### src/rtl/div_sched_pkg.sv
// div_sched_pkg: shared types and defaults for the divider scheduler.
// Optional feature macro: DIV_SCHED_DBZ_EN (see div_sched.sv).
package div_sched_pkg;

    localparam int DIV_WIDTH = 8;

    typedef enum logic [1:0] {
        IDLE,
        ITER,
        DONE
    } state_t;

    typedef logic rid_t;

endpackage

### src/rtl/div_rr_arb.sv
// div_rr_arb: 2-way round-robin arbiter; on a tie the requester
// that was not granted last wins.
module div_rr_arb
    import div_sched_pkg::*;
(
    input  logic [1:0] req,
    input  rid_t       last,
    input  logic       en,
    output logic [1:0] gnt
);

    always_comb begin
        gnt = 2'b00;
        if (en) begin
            unique case (req)
                2'b01:   gnt = 2'b01;
                2'b10:   gnt = 2'b10;
                2'b11:   gnt = last ? 2'b01 : 2'b10;
                default: gnt = 2'b00;
            endcase
        end
    end

endmodule

### src/rtl/div_sched.sv
// div_sched: two-client scheduler around one restoring divider.
// Define DIV_SCHED_DBZ_EN to short-circuit divide-by-zero with rsp_dbz.
module div_sched
    import div_sched_pkg::*;
#(
    parameter int WIDTH = DIV_WIDTH
) (
    input  logic             clk,
    input  logic             rst,
    input  logic [1:0]       req_valid,
    output logic [1:0]       req_ready,
    input  logic [WIDTH-1:0] req0_dividend,
    input  logic [WIDTH-1:0] req1_dividend,
    input  logic [WIDTH-1:0] req0_divisor,
    input  logic [WIDTH-1:0] req1_divisor,
    output logic             rsp_valid,
    input  logic             rsp_ready,
    output logic             rsp_id,
    output logic [WIDTH-1:0] rsp_quotient,
    output logic [WIDTH-1:0] rsp_remainder,
    output logic             rsp_dbz,
    output logic             busy
);

    localparam int CW = $clog2(WIDTH);

    state_t           state;
    state_t           state_n;
    rid_t             ptr;
    rid_t             id;
    rid_t             g;
    logic [WIDTH-1:0] q;
    logic [WIDTH-1:0] d;
    logic [WIDTH-1:0] rem;
    logic [CW-1:0]    cnt;
    logic             dbz;
    logic [1:0]       gnt;
    logic             arb_en;
    logic             acc;
    logic             zdiv;
    logic [WIDTH-1:0] a_sel;
    logic [WIDTH-1:0] b_sel;
    logic [WIDTH:0]   rem_sh;
    logic [WIDTH:0]   trial;
    logic [WIDTH-1:0] q_sh;

    assign arb_en = (state == IDLE) && !rst;

    div_rr_arb u_arb (
        .req  (req_valid),
        .last (ptr),
        .en   (arb_en),
        .gnt  (gnt)
    );

    assign req_ready = gnt;
    assign acc       = |(req_valid & gnt);
    assign g         = gnt[1];
    assign a_sel     = g ? req1_dividend : req0_dividend;
    assign b_sel     = g ? req1_divisor  : req0_divisor;

    // Partial remainder stays below the divisor after every step, so only
    // the shifted value needs the extra bit.
    assign rem_sh = {rem, q[WIDTH-1]};
    assign q_sh   = {q[WIDTH-2:0], 1'b0};
    assign trial  = rem_sh - {1'b0, d};

`ifdef DIV_SCHED_DBZ_EN
    assign zdiv = (b_sel == '0);
`else
    assign zdiv = 1'b0;
`endif

    always_ff @(posedge clk or posedge rst) begin
        if (rst) begin
            state <= IDLE;
        end else begin
            state <= state_n;
        end
    end

    always_comb begin
        state_n = state;
        unique case (state)
            IDLE: if (acc) state_n = zdiv ? DONE : ITER;
            ITER: if (cnt == '0) state_n = DONE;
            DONE: if (rsp_ready) state_n = IDLE;
            default: state_n = IDLE;
        endcase
    end

    always_ff @(posedge clk or posedge rst) begin
        if (rst) begin
            ptr <= 1'b1;
            id  <= 1'b0;
            q   <= '0;
            d   <= '0;
            rem <= '0;
            cnt <= '0;
            dbz <= 1'b0;
        end else if (acc) begin
            ptr <= g;
            id  <= g;
            d   <= b_sel;
            cnt <= CW'(WIDTH - 1);
            dbz <= zdiv;
            q   <= zdiv ? '1 : a_sel;
            rem <= zdiv ? a_sel : '0;
        end else if (state == ITER) begin
            cnt <= cnt - 1'b1;
            if (trial[WIDTH]) begin
                rem <= rem_sh[WIDTH-1:0];
                q   <= q_sh;
            end else begin
                rem <= trial[WIDTH-1:0];
                q   <= {q_sh[WIDTH-1:1], 1'b1};
            end
        end
    end

    assign rsp_valid     = (state == DONE);
    assign rsp_id        = id;
    assign rsp_quotient  = q;
    assign rsp_remainder = rem;
    assign rsp_dbz       = dbz;
    assign busy          = (state != IDLE);

endmodule

### config.mk
export PLATFORM = sky130hd
export DESIGN_NAME = div_sched
export DESIGN_NICKNAME = d
export VERILOG_FILES = /design/src/rtl/div_sched_pkg.sv /design/src/rtl/div_rr_arb.sv /design/src/rtl/div_sched.sv
export SDC_FILE = /design/constraint.sdc
export NUM_CORES = 1
export LEC_CHECK = 0
export CORE_ASPECT_RATIO = 0.7
export CORE_MARGIN = 2
export CORE_UTILIZATION = 43
export CTS_CLUSTER_DIAMETER = 30
export DETAILED_ROUTE_END_ITERATION = 16
export PLACE_DENSITY_LB_ADDON = 0.1
export SETUP_SLACK_MARGIN = 0.1
export SYNTH_ARGS = -nofsm -noshare
export SYNTH_HDL_FRONTEND = slang
export SYNTH_HIERARCHICAL = 1
export SYNTH_SLANG_ARGS = --single-unit
### constraint.sdc
create_clock -name clk -period 2.5 [get_ports clk]
set_clock_uncertainty 0.1 [all_clocks]
set_input_delay 0.5 -clock clk [delete_from_list [all_inputs] [get_ports clk]]
set_output_delay 0.5 -clock clk [all_outputs]
set_load 0.005 [all_outputs]
Word level (Yosys, flattened, before mapping)
Cells that the tools add are included.
Storage, ports and cells
  register bits: 31
  logic and storage cells: 43
  input bits: 37
  output and inout port bits: 22
Cells by class
  eq/ne operators: 8
  add/sub/neg operators: 2
  reduce and logical (&&, ||, !) cells: 8
  bitwise operators: 1
  muxes and demuxes: 17
Operators by type and width (number)
  $mux 8: 7
  $pmux 2 s3: 2
  $mux 2: 5
  $sub 9x8->9: 1
  $eq 2x2->1 const B: 3
  $mux 3: 2
  $eq 2x1->1 const B: 2
  $ne 2x2->1 const B: 2
  $reduce_bool 2->1: 2
  $logic_not 3->1: 1
  $reduce_and 3->1: 1
  $sub 3x1->3 const B: 1
  $and 2x2->2: 1
  $logic_not 2->1: 1
  $ne 2x1->1 const B: 1
  $reduce_or 2->1: 1
  $logic_and 1x1->1: 1
  $logic_not 1->1: 1
  $mux 1: 1

Logic depth before layout (Yosys ltp)
Gate-level depths: netlist (run 1).
  depth after elaboration: 7
  depth in mapped cells: 10
  depth with buffers taken out: 9

Cells and area by module
The synthesis (run 1) kept the hierarchy.
By module, submodules not included
  div_sched: area an instance 1964.4 sq um, sequential area each 777.0 sq um, cells each 219, instances 1
  div_rr_arb: area an instance 21.3 sq um, sequential area each 0.0 sq um, cells each 5, instances 1

Least setup slack after synthesis (run 1)
Ideal clock, no wire load.
  path kind: register to register
  from: register q[7] (netlist: rsp_quotient[7])
  to: register rem[1] (netlist: rsp_remainder[1])
  slack: 0.129 ns
  arrival time: 2.198 ns
  cell stages (with the launch flop): 11
  clock period less this slack: 2.371 ns
  path buffers: 1
  library setup time: 0.073 ns
  data required time: 2.327 ns
  cell sequence: dfrtp_1 > inv_1 > ha_1 > fa_1 > nor2b_1 > o2111ai_1 > and3_1 > a211oi_2 > buf_6 > mux2_4 > a21oi_2
Between the ends
  cells in the longest elaborated chain, start to end: 4
RTL lines
  start: declaration: RTL line div_sched.sv:32  | logic [WIDTH-1:0] q;
  start signal: assignment: RTL line div_sched.sv:107  | q <= zdiv ? '1 : a_sel;
  start signal: assignment: RTL line div_sched.sv:113  | q <= q_sh;
  start signal: assignment: RTL line div_sched.sv:116  | q <= {q_sh[WIDTH-1:1], 1'b1};
  $sub 9x8->9: RTL line div_sched.sv:66  | assign trial = rem_sh - {1'b0, d};
  $mux 8: RTL line div_sched.sv:111  | if (trial[WIDTH]) begin
  $mux 8: RTL line div_sched.sv:109  | end else if (state == ITER) begin
  $mux 8: RTL line div_sched.sv:101  | end else if (acc) begin
  end signal: assignment: RTL line div_sched.sv:108  | rem <= zdiv ? a_sel : '0;
  end signal: assignment: RTL line div_sched.sv:112  | rem <= rem_sh[WIDTH-1:0];
  end signal: assignment: RTL line div_sched.sv:115  | rem <= trial[WIDTH-1:0];
  end: declaration: RTL line div_sched.sv:34  | logic [WIDTH-1:0] rem;
Every way passes these cells. The select of a mux whose other input is x is not followed.
A chain may end at the register's enable or synchronous reset.

Final worst setup path (run 1)
Same ends and word-level chain as after synthesis.

==> metrics.csv, run 1 <==
metric,value,unit
hold_violations,0,
drtIter0Drc,74,
fin_hold_ws,379,ps
fin_crit_sh,95.9,%
drive_gt1_share,12.4,%
worstSkewPairLatency,270,ps
cts_max_path_buffers,2,
maxCapViolCount,0,
grt_max_degree,33,
cts_root_buf,clkbuf_8,
cts_made_buffers,5,
ant_nets,0,
dieArea,0.00519,sq mm
worst_slack,102,ps
placed_area,0.00267,sq mm
cts_tree,done,
fp.dieW,85.2,microns
clk_pin_slew,60,ps
period_needed,2400,ps
cp-end-kind,flip-flop,
fill_cells,369,
max-vdd-ir-drop,0.771,mV
synthCells,224,
powerDensity,1410,mW/mm^2
layout.nets,338,
ioPinCount,59,
yosysSeqAreaShare,39.1,%
final_common_cell,clkdlybuf4s50_1,
final_util,63.7,%
totalWireLength,4650,microns
status,completed,
row_count,20,
start_util,45.3,%
ys_ff_latch,31,
power_leakage,1.21,nW
relSlewSlack,63.9,%
yosys.area.top_type,dfrtp_1,
grt_pass1_wl,7760,microns
drc,0,
seq_area,777,sq um
tightest_slew,528,ps
crit_required,2600,ps
arrival,2500,ps
htreeDepth,2,
fin_area,0.00279,sq mm
syn-cell-area,0.00199,sq mm
multi_input_area,0.00111,sq mm
synth_area_per_cell,8.86,sq um
drv_slew,0,
port_buffers,57,
place_congestion,0.853,
yosysWarningCount,6,
num_vias,1747,
syn_to_final_growth,40.5,%
grt-ovfl-total,0,
dp_slack,13.5,ps
start_kind,flip-flop,
core_area,0.00438,sq mm
diodes,0,
synth_top_area_share,37.8,%
grt_antenna_before_repair,0,
synthesis.nets,272,
grt_use_total,19.3,%
synthDistinctLibCells,40,
fp.dieH,60.9,microns
fmax,0.417,GHz
hold_class,flip-flop to flip-flop,
path_max_fanout,6,
grt_pass1_vias,1638,
rsz0062_at_grt,yes,
synth.area.top_cells,"dfrtp_1, mux2i_1, nand2_1, ha_1, nor2b_1",
dr.pass1.iters,4,
wire_per_inst,13.4,microns
mostFrequentLayoutCells,"clkdlybuf4s50_1, nand2_1, dfrtp_1",
finalSetupViolCount,0,
criticalPathCategory,flip-flop to flip-flop,
via_per_inst,5.05,
numClockSinks,31,
final.setup.tns,0,ps
hpwl,3560,microns
[power breakdown]
group	internal, mW	switching (mW)	total, mW
Combinational	1.36	1.25	2.60
Sequential	0.770	0.197	0.967
Clock	0.195	0.174	0.369
[repair_timing]
item | 4_1_cts | 5_1_grt
resized for setup | 6 | 2
buffers inserted | 2 | 1
endpoints found under the setup margin | 6 | 5
hold buffers | 0 | 0
pin swaps | 0 | 1
[flip-flops by register name (all words and copies together), names as in the netlist]
register	count
d	8
rsp_remainder	8
cnt	3
rsp_id	1
ptr	1
rsp_quotient	8
state	2
[Yosys cell counts]
master     count
o31ai_2        1
inv_1         16
o21a_1         4
a211oi_1       8
a22o_1         1
a31oi_1        8
nor2b_1       13
nor2_2         1
and3_1         1
or2_1          1
fa_1           1
nand3_1        4
nor4b_2        1
o211ai_1       3
ha_1          10
mux2_4         1
mux2i_1       15
a2111oi_0      1
dfrtp_1       30
or4_1          1
buf_4          1
dfstp_2        1
o21ai_0       10
buf_6          1
a21oi_1       10
a211oi_2       1
nor2_1         5
nand2b_1       2
conb_1         1
nor3_1         4
a21o_1         2
xor2_1         3
a21oi_2        1
clkbuf_1      11
o22ai_1        1
nand2_1       36
o21ai_1        9
a22oi_2        1
o2111ai_1      1
xnor2_1        2
[path summary, 6_finish.rpt]
kind / depth (start not counted) / endpoint / slack, ps / from
hold / removal: 2 / rsp_id / 380 / rsp_id
setup / recovery: 10 / rsp_remainder[1] / 100 / rsp_quotient[7]
min in group asynchronous: 3 / rsp_quotient[4] / 570 / rst
max in group asynchronous: 3 / ptr / 1420 / rst
hold reg to reg: 2 / rsp_id / 380 / rsp_id
setup reg to reg: 10 / rsp_remainder[1] / 100 / rsp_quotient[7]
[logic make-up after synthesis]
logic type | synth area share (%)
flip-flops | 39.1
multiplexers | 8.32
adder cells (fa/ha/maj) | 7.31
AND/OR/NAND/NOR | 16.6
other | 0.189
XOR/XNOR | 2.21
buffers and inverters | 6.05
AO/OA/AOI/OAI | 20.2
[metal layers]
metal  up-vias  share of wire (%)  wire length [microns]  global-route usage [%]
met1       796                 52                   2400                    28.6
met5         -                  0                      0                       0
li1        908                  -                      -                       -
met2        41                 42                   1950                    28.5
met4         0               0.54                     25                    4.76
met3         2                5.9                    274                    5.03
[worst max-delay path: stages (launching register included)]
cell	delay [ps]
dfrtp_1	360
inv_1	60
ha_2	190
fa_2	360
nor2b_2	130
o2111ai_1	120
and3_1	180
a211oi_2	180
buf_4	200
mux2_4	310
a21oi_2	130
[per-stage QoR]
| step | power, mW | instances |
|---|---|---|
| after floorplan | 2.69 | 224 |
| after global placement | 3.48 | 335 |
| after detailed placement | 3.51 | 335 |
| after CTS | 3.94 | 345 |
| after global routing | 4.34 | 346 |
| final | 3.94 | 346 |
[area by class of cell]
cell class                      instances  share of cell area (%)
Multi-Input combinational cell        164                    39.7
Clock buffer                            7                    2.74
Timing Repair Buffer                   72                    24.9
Tap cell                               55                    2.47
Clock inverter                          1                   0.179
Sequential cell                        31                    27.9
Inverter                               16                    2.15
No activity file was read; power rests on OpenSTA's default activity.
==> inputs of run 2 (changes only) <==
GPL_TIMING_DRIVEN = 0   (was default)
==> run 2 against run 1 <==
  * Non-clock buffer count up 15
  * Die area is the same
  * Final area up 5.0%
  * Routed wire length up 17%
  * Combinational power grew 16%
  * Setup slack lost 42 ps
  * Core utilization rose by 3.2 points
  * Via count rose by 8.1%
  * Clock-buffer cell count did not move
  * Cell count increased by 4.3%
  * First-iteration DRC count up 36%
  * Power rose by 11%
  * Largest cell class unchanged
  * Highest routed layer unchanged
==> metrics.csv, run 2 (synthesis gave the netlist of run 1 again) <==
metric,value,unit,change
worst_slack,59.3,ps,-42.4 ps
grt_pass1_wl,8540,microns,+10%
seq_area,777,sq um,unchanged
port_buffers,57,,unchanged
num_vias,1888,,+8.1%
fmax,0.410,GHz,-1.7%
dp_slack,-434,ps,-448 ps
period_needed,2440,ps,+42.4 ps
placed_area,0.00263,sq mm,-1.7%
cts_root_buf,clkbuf_8,,
fp.dieH,60.9,microns,unchanged
arrival,2550,ps,+50 ps
drc,0,,unchanged
dieArea,0.00519,sq mm,unchanged
diodes,0,,unchanged
holdBufCountCts,0,,unchanged
dr.pass1.iters,4,,unchanged
wire_per_inst,15.1,microns,+13%
worstSkewPairLatency,280,ps,about the same
fin_crit_sh,97.6,%,+1.7 points
tightest_slew,561,ps,+33.4 ps
finalSetupViolCount,0,,unchanged
cts_tree,done,,
internal_power,2.55,mW,+9.8%
criticalPathCategory,flip-flop to flip-flop,,
fill_cells,378,,+2.4%
numClockSinks,31,,unchanged
drv_slew,0,,unchanged
maxCapViolCount,0,,unchanged
htreeDepth,2,,unchanged
start_kind,flip-flop,,
drtIter0Drc,101,,+36%
crit_required,2610,ps,about the same
core_area,0.00438,sq mm,unchanged
max-vdd-ir-drop,0.954,mV,+24%
clk_pin_slew,60,ps,about the same
totalWireLength,5460,microns,+17%
place_congestion,0.852,,about the same
rsz0062_at_grt,yes,,
fp.dieW,85.2,microns,unchanged
final_common_cell,clkdlybuf4s50_1,,
powerDensity,1490,mW/mm^2,+5.4%
layout.nets,353,,+4.4%
cts_max_path_buffers,2,,unchanged
power_leakage,1.28,nW,+5.2%
p_sw_share,41.6,%,+0.52 points
mostFrequentLayoutCells,"clkdlybuf4s50_1, nand2_1, dfrtp_1",,
power_frac_seq,22.3,%,-2.2 points
relSlewSlack,62.5,%,-1.4 points
hold_class,flip-flop to flip-flop,,
grt-ovfl-total,0,,unchanged
start_util,45.3,%,unchanged
via_per_inst,5.23,,+3.6%
ant_nets,0,,unchanged
clkPwrFrac,8.7,%,-0.7 points
status,completed,,
hold_violations,0,,unchanged
fin_area,0.00293,sq mm,+5.0%
path_max_fanout,8,,+2
switchingPower,1.82,mW,+12%
multi_input_area,0.00114,sq mm,+3.0%
syn_to_final_growth,47.5,%,
grt_use_total,21.7,%,+2.4 points
ioPinCount,59,,unchanged
grt_pass1_vias,1747,,+6.7%
share_comb_of_total_power,69.0,%,+2.9 points
row_count,20,,unchanged
grt_antenna_before_repair,0,,unchanged
drive_gt1_share,17.0,%,+4.6 points
grt_max_degree,32,,-3.0%
cts_made_buffers,5,,unchanged
cp-end-kind,flip-flop,,
hpwl,3900,microns,+9.4%
[run 2: cell count changes in the layout (fill, tap and decap cells not counted), sizes merged]
cell    previous run  this run
clkbuf             7        18
buf               15        19
[run 2: power by group through the flow]
| stage | clock network, mW | logic [mW] | registers, mW |
|---|---|---|---|
| floorplan | 0 | 1.74 | 0.952 |
| global placement | 0 | 2.46 | 0.976 |
| detailed placement | 0 | 2.52 | 0.979 |
| CTS | 0.386 | 2.86 | 0.973 |
| global route | 0.406 | 3.30 | 1.01 |
| finish | 0.380 | 3.01 | 0.972 |
[run 2: repair_timing]
action	4_1_cts	5_1_grt
gates resized for setup	19	7
pin swaps	9	6
setup endpoints to repair	26	18
buffers inserted	7	9
[run 2: worst paths after layout]
check                           cells after the start                to  slack [ps]       startpoint
worst max-delay path                               10  rsp_remainder[1]          60  rsp_quotient[7]
worst min-delay path                                2               ptr         370              ptr
worst max register to register                     10  rsp_remainder[1]          60  rsp_quotient[7]
worst min register to register                      2               ptr         370              ptr
max in group asynchronous                           3   rsp_quotient[0]        1290              rst
min in group asynchronous                           2  rsp_remainder[0]         520              rst
[run 2: routing by layer]
metal  routed length [microns]  track usage, %
met5                         0               0
met4                        31            4.76
met3                       318            5.31
met2                      2450            34.9
met1                      2660            30.3
[run 2: final cells by class]
cell class | instances | area share (%)
clock buffers | 7 | 2.61
multi-input cells | 164 | 39.0
flip-flops and latches | 31 | 26.5
repair buffers | 74 | 24.9
clock inverters | 1 | 0.171
plain buffers | 13 | 2.43
inverters | 16 | 2.05
well taps | 55 | 2.35
[run 2: worst max-delay path: stages (launching register included)]
cell and delay, ps:
dfrtp_1 370, inv_2 60, ha_4 160, fa_2 350
nor2b_2 140, o2111ai_2 140, and3_4 200, a211oi_4 190
buf_6 190, mux2_4 310, a21oi_2 150
[run 2: per-stage QoR]
step | hold WS, ps | utilization, % | cells | TNS, ps | total power [mW]
2_1_floorplan | 346 | - | 224 | 0 | 2.69
3_3_place_gp | 358 | 59.9 | 336 | -7630 | 3.43
3_5_place_dp | 367 | 59.9 | 336 | -8990 | 3.50
4_1_cts | 376 | 64.5 | 351 | -78.1 | 4.22
5_1_grt | 387 | 66.9 | 361 | -18.4 | 4.71
6_report | 373 | 66.9 | 361 | 0 | 4.36
==> inputs of run 3 (changes only) <==
RECOVER_POWER = 25   (was default)
SETUP_SLACK_MARGIN = default   (was 0.1)
==> run 3 against run 2 <==
  * Highest routed layer unchanged
  * First-iteration DRC count down 24%
  * Core utilization shrank 1.5 points
  * Combinational power is 3% lower
  * Critical path depth down 1
  * Sequential power hardly changed
==> metrics.csv, run 3 (synthesis gave the netlist of run 1 again) <==
metric,value,unit,change
status,completed,,
power_leakage,1.26,nW,-1.4%
maxCapViolCount,0,,unchanged
share_comb_of_total_power,68.3,%,-0.7 points
path_max_fanout,8,,unchanged
tightest_slew,1210,ps,+648 ps
criticalPathCategory,flip-flop to flip-flop,,
max-vdd-ir-drop,0.954,mV,about the same
hold_class,flip-flop to flip-flop,,
crit_required,2610,ps,about the same
hold_end,ptr,,
period_needed,2430,ps,-7.15 ps
grt_use_total,21.7,%,-0.030 points
grt_antenna_before_repair,0,,unchanged
cts_tree,done,,
worstSkewPairLatency,280,ps,about the same
relSlewSlack,19.3,%,-43 points
p_sw_share,42.4,%,+0.77 points
fin_crit_sh,97.3,%,-0.29 points
cts_root_buf,clkbuf_8,,
drc,0,,unchanged
start_util,45.3,%,unchanged
grt_pass1_wl,8530,microns,-0.16%
drive_gt1_share,15.0,%,-2.0 points
clk_pin_slew,70,ps,about the same
drtIter0Drc,77,,-24%
switchingPower,1.82,mW,about the same
cp_slowest_stage_delay,420,ps,+50 ps
cts_max_path_buffers,2,,unchanged
num_vias,1904,,+0.85%
min_from,ptr,,
place_congestion,0.852,,unchanged
clkPwrFrac,8.9,%,+0.2 points
rr_startpoint,d[0],,
totalWireLength,5440,microns,-0.37%
wire_per_inst,15.3,microns,+1.3%
powerDensity,1500,mW/mm^2,+0.37%
start_kind,flip-flop,,
fp.dieW,85.2,microns,unchanged
ff2ff_setup_slack,70,ps,about the same
dieArea,0.00519,sq mm,unchanged
diodes,0,,unchanged
htreeDepth,2,,unchanged
layout.nets,347,,-1.7%
grt_max_degree,32,,unchanged
dr.pass1.iters,4,,unchanged
via_per_inst,5.36,,+2.6%
core_area,0.00438,sq mm,unchanged
row_count,20,,unchanged
rsz0062_at_grt,yes,,
finalSetupViolCount,0,,unchanged
hold_violations,0,,unchanged
syn_to_final_growth,44.2,%,
drv_slew,0,,unchanged
mostFrequentLayoutCells,"clkdlybuf4s50_1, nand2_1, dfrtp_1",,
grt_pass1_vias,1744,,-0.17%
arrival,2540,ps,about the same
final_util,65.4,%,-1.5 points
final.setup.tns,0,ps,unchanged
cp-end-kind,flip-flop,,
ioPinCount,59,,unchanged
numClockSinks,31,,unchanged
reg2reg_depth,9,,-1
port_buffers,57,,unchanged
r2r-end,rsp_remainder[1],,
hpwl,3900,microns,unchanged
fmax,0.411,GHz,+0.29%
ant_nets,0,,unchanged
final_common_cell,clkdlybuf4s50_1,,
fill_cells,392,,+3.7%
power_frac_seq,22.7,%,+0.4 points
cts_made_buffers,5,,unchanged
critPathSlowestCell,dfrtp_1,,
grt-ovfl-total,0,,unchanged
fp.dieH,60.9,microns,unchanged
min_path_cells,2,,unchanged
worstPathCellList,"ha_4, fa_2, nor2b_2, o2111ai_2, and3_4, a211oi_4, buf_6, mux2_4, a21oi_2",,
internal_power,2.47,mW,-3.2%
==> run 3: worst max-delay path by stage <==
stage                          startpoint          endpoint  slack (ps)  cells after the start
after floorplan           rsp_quotient[7]  rsp_remainder[1]         130                     10
after global placement                rst   rsp_quotient[1]        -370                      9
after detailed placement              rst   rsp_quotient[7]        -430                      9
after CTS                            d[0]  rsp_remainder[1]         -40                      9
after global routing      rsp_quotient[7]  rsp_remainder[1]         -20                     10
final                                d[0]  rsp_remainder[1]          70                      9
==> run 3: final cells by class <==
class	instances	area, sq um	share of cell area [%]
multi-input cells	164	1140	39.8
clock inverters	1	5.00	0.175
plain buffers	13	67.6	2.36
flip-flops and latches	31	778	27.2
inverters	16	60.1	2.10
well taps	55	68.8	2.40
repair buffers	68	667	23.3
clock buffers	7	76.3	2.67
==> run 3: metal layers <==
layer / vias up / track usage (%) / share of wire [%]
li1: 937 / - / -
met4: 0 / 4.76 / 0.59
met1: 884 / 30.3 / 45
met2: 78 / 34.8 / 45
met5: - / 0 / 0
met3: 5 / 5.31 / 8.9
==> run 3: what timing repair did <==
item	CTS	global route
hold buffers	0	0
setup buffers	6	5
pin swaps	6	6
gates resized for setup	12	14
setup endpoints to repair	20	24
==> run 3: worst max-delay path: cells and delay by family (launching register included) <==
family | cells | cell delay, ps
fa+ha+maj | 2 | 530
compound gates | 3 | 480
simple gates | 2 | 340
buf+inv | 1 | 190
mux | 1 | 310
flops | 1 | 420
==> run 3: power groups by stage <==
stage	registers, mW	clock network [mW]	logic, mW
after global routing	1.01	0.408	3.20
after global placement	0.976	0	2.46
after CTS	0.981	0.386	2.83
after floorplan	0.952	0	1.74
after detailed placement	0.979	0	2.52
final	0.973	0.383	2.93
==> run 3: through the flow <==
stage	total power [mW]	hold slack [ps]	cells	area [sq um]	setup slack, ps
4_1_cts	4.19	376	350	2810	-39.7
2_1_floorplan	2.69	346	224	1990	129
5_1_grt	4.62	387	355	2860	-22.9
3_5_place_dp	3.50	367	336	2630	-434
3_3_place_gp	3.43	358	336	2630	-372
6_report	4.28	374	355	2860	66.4
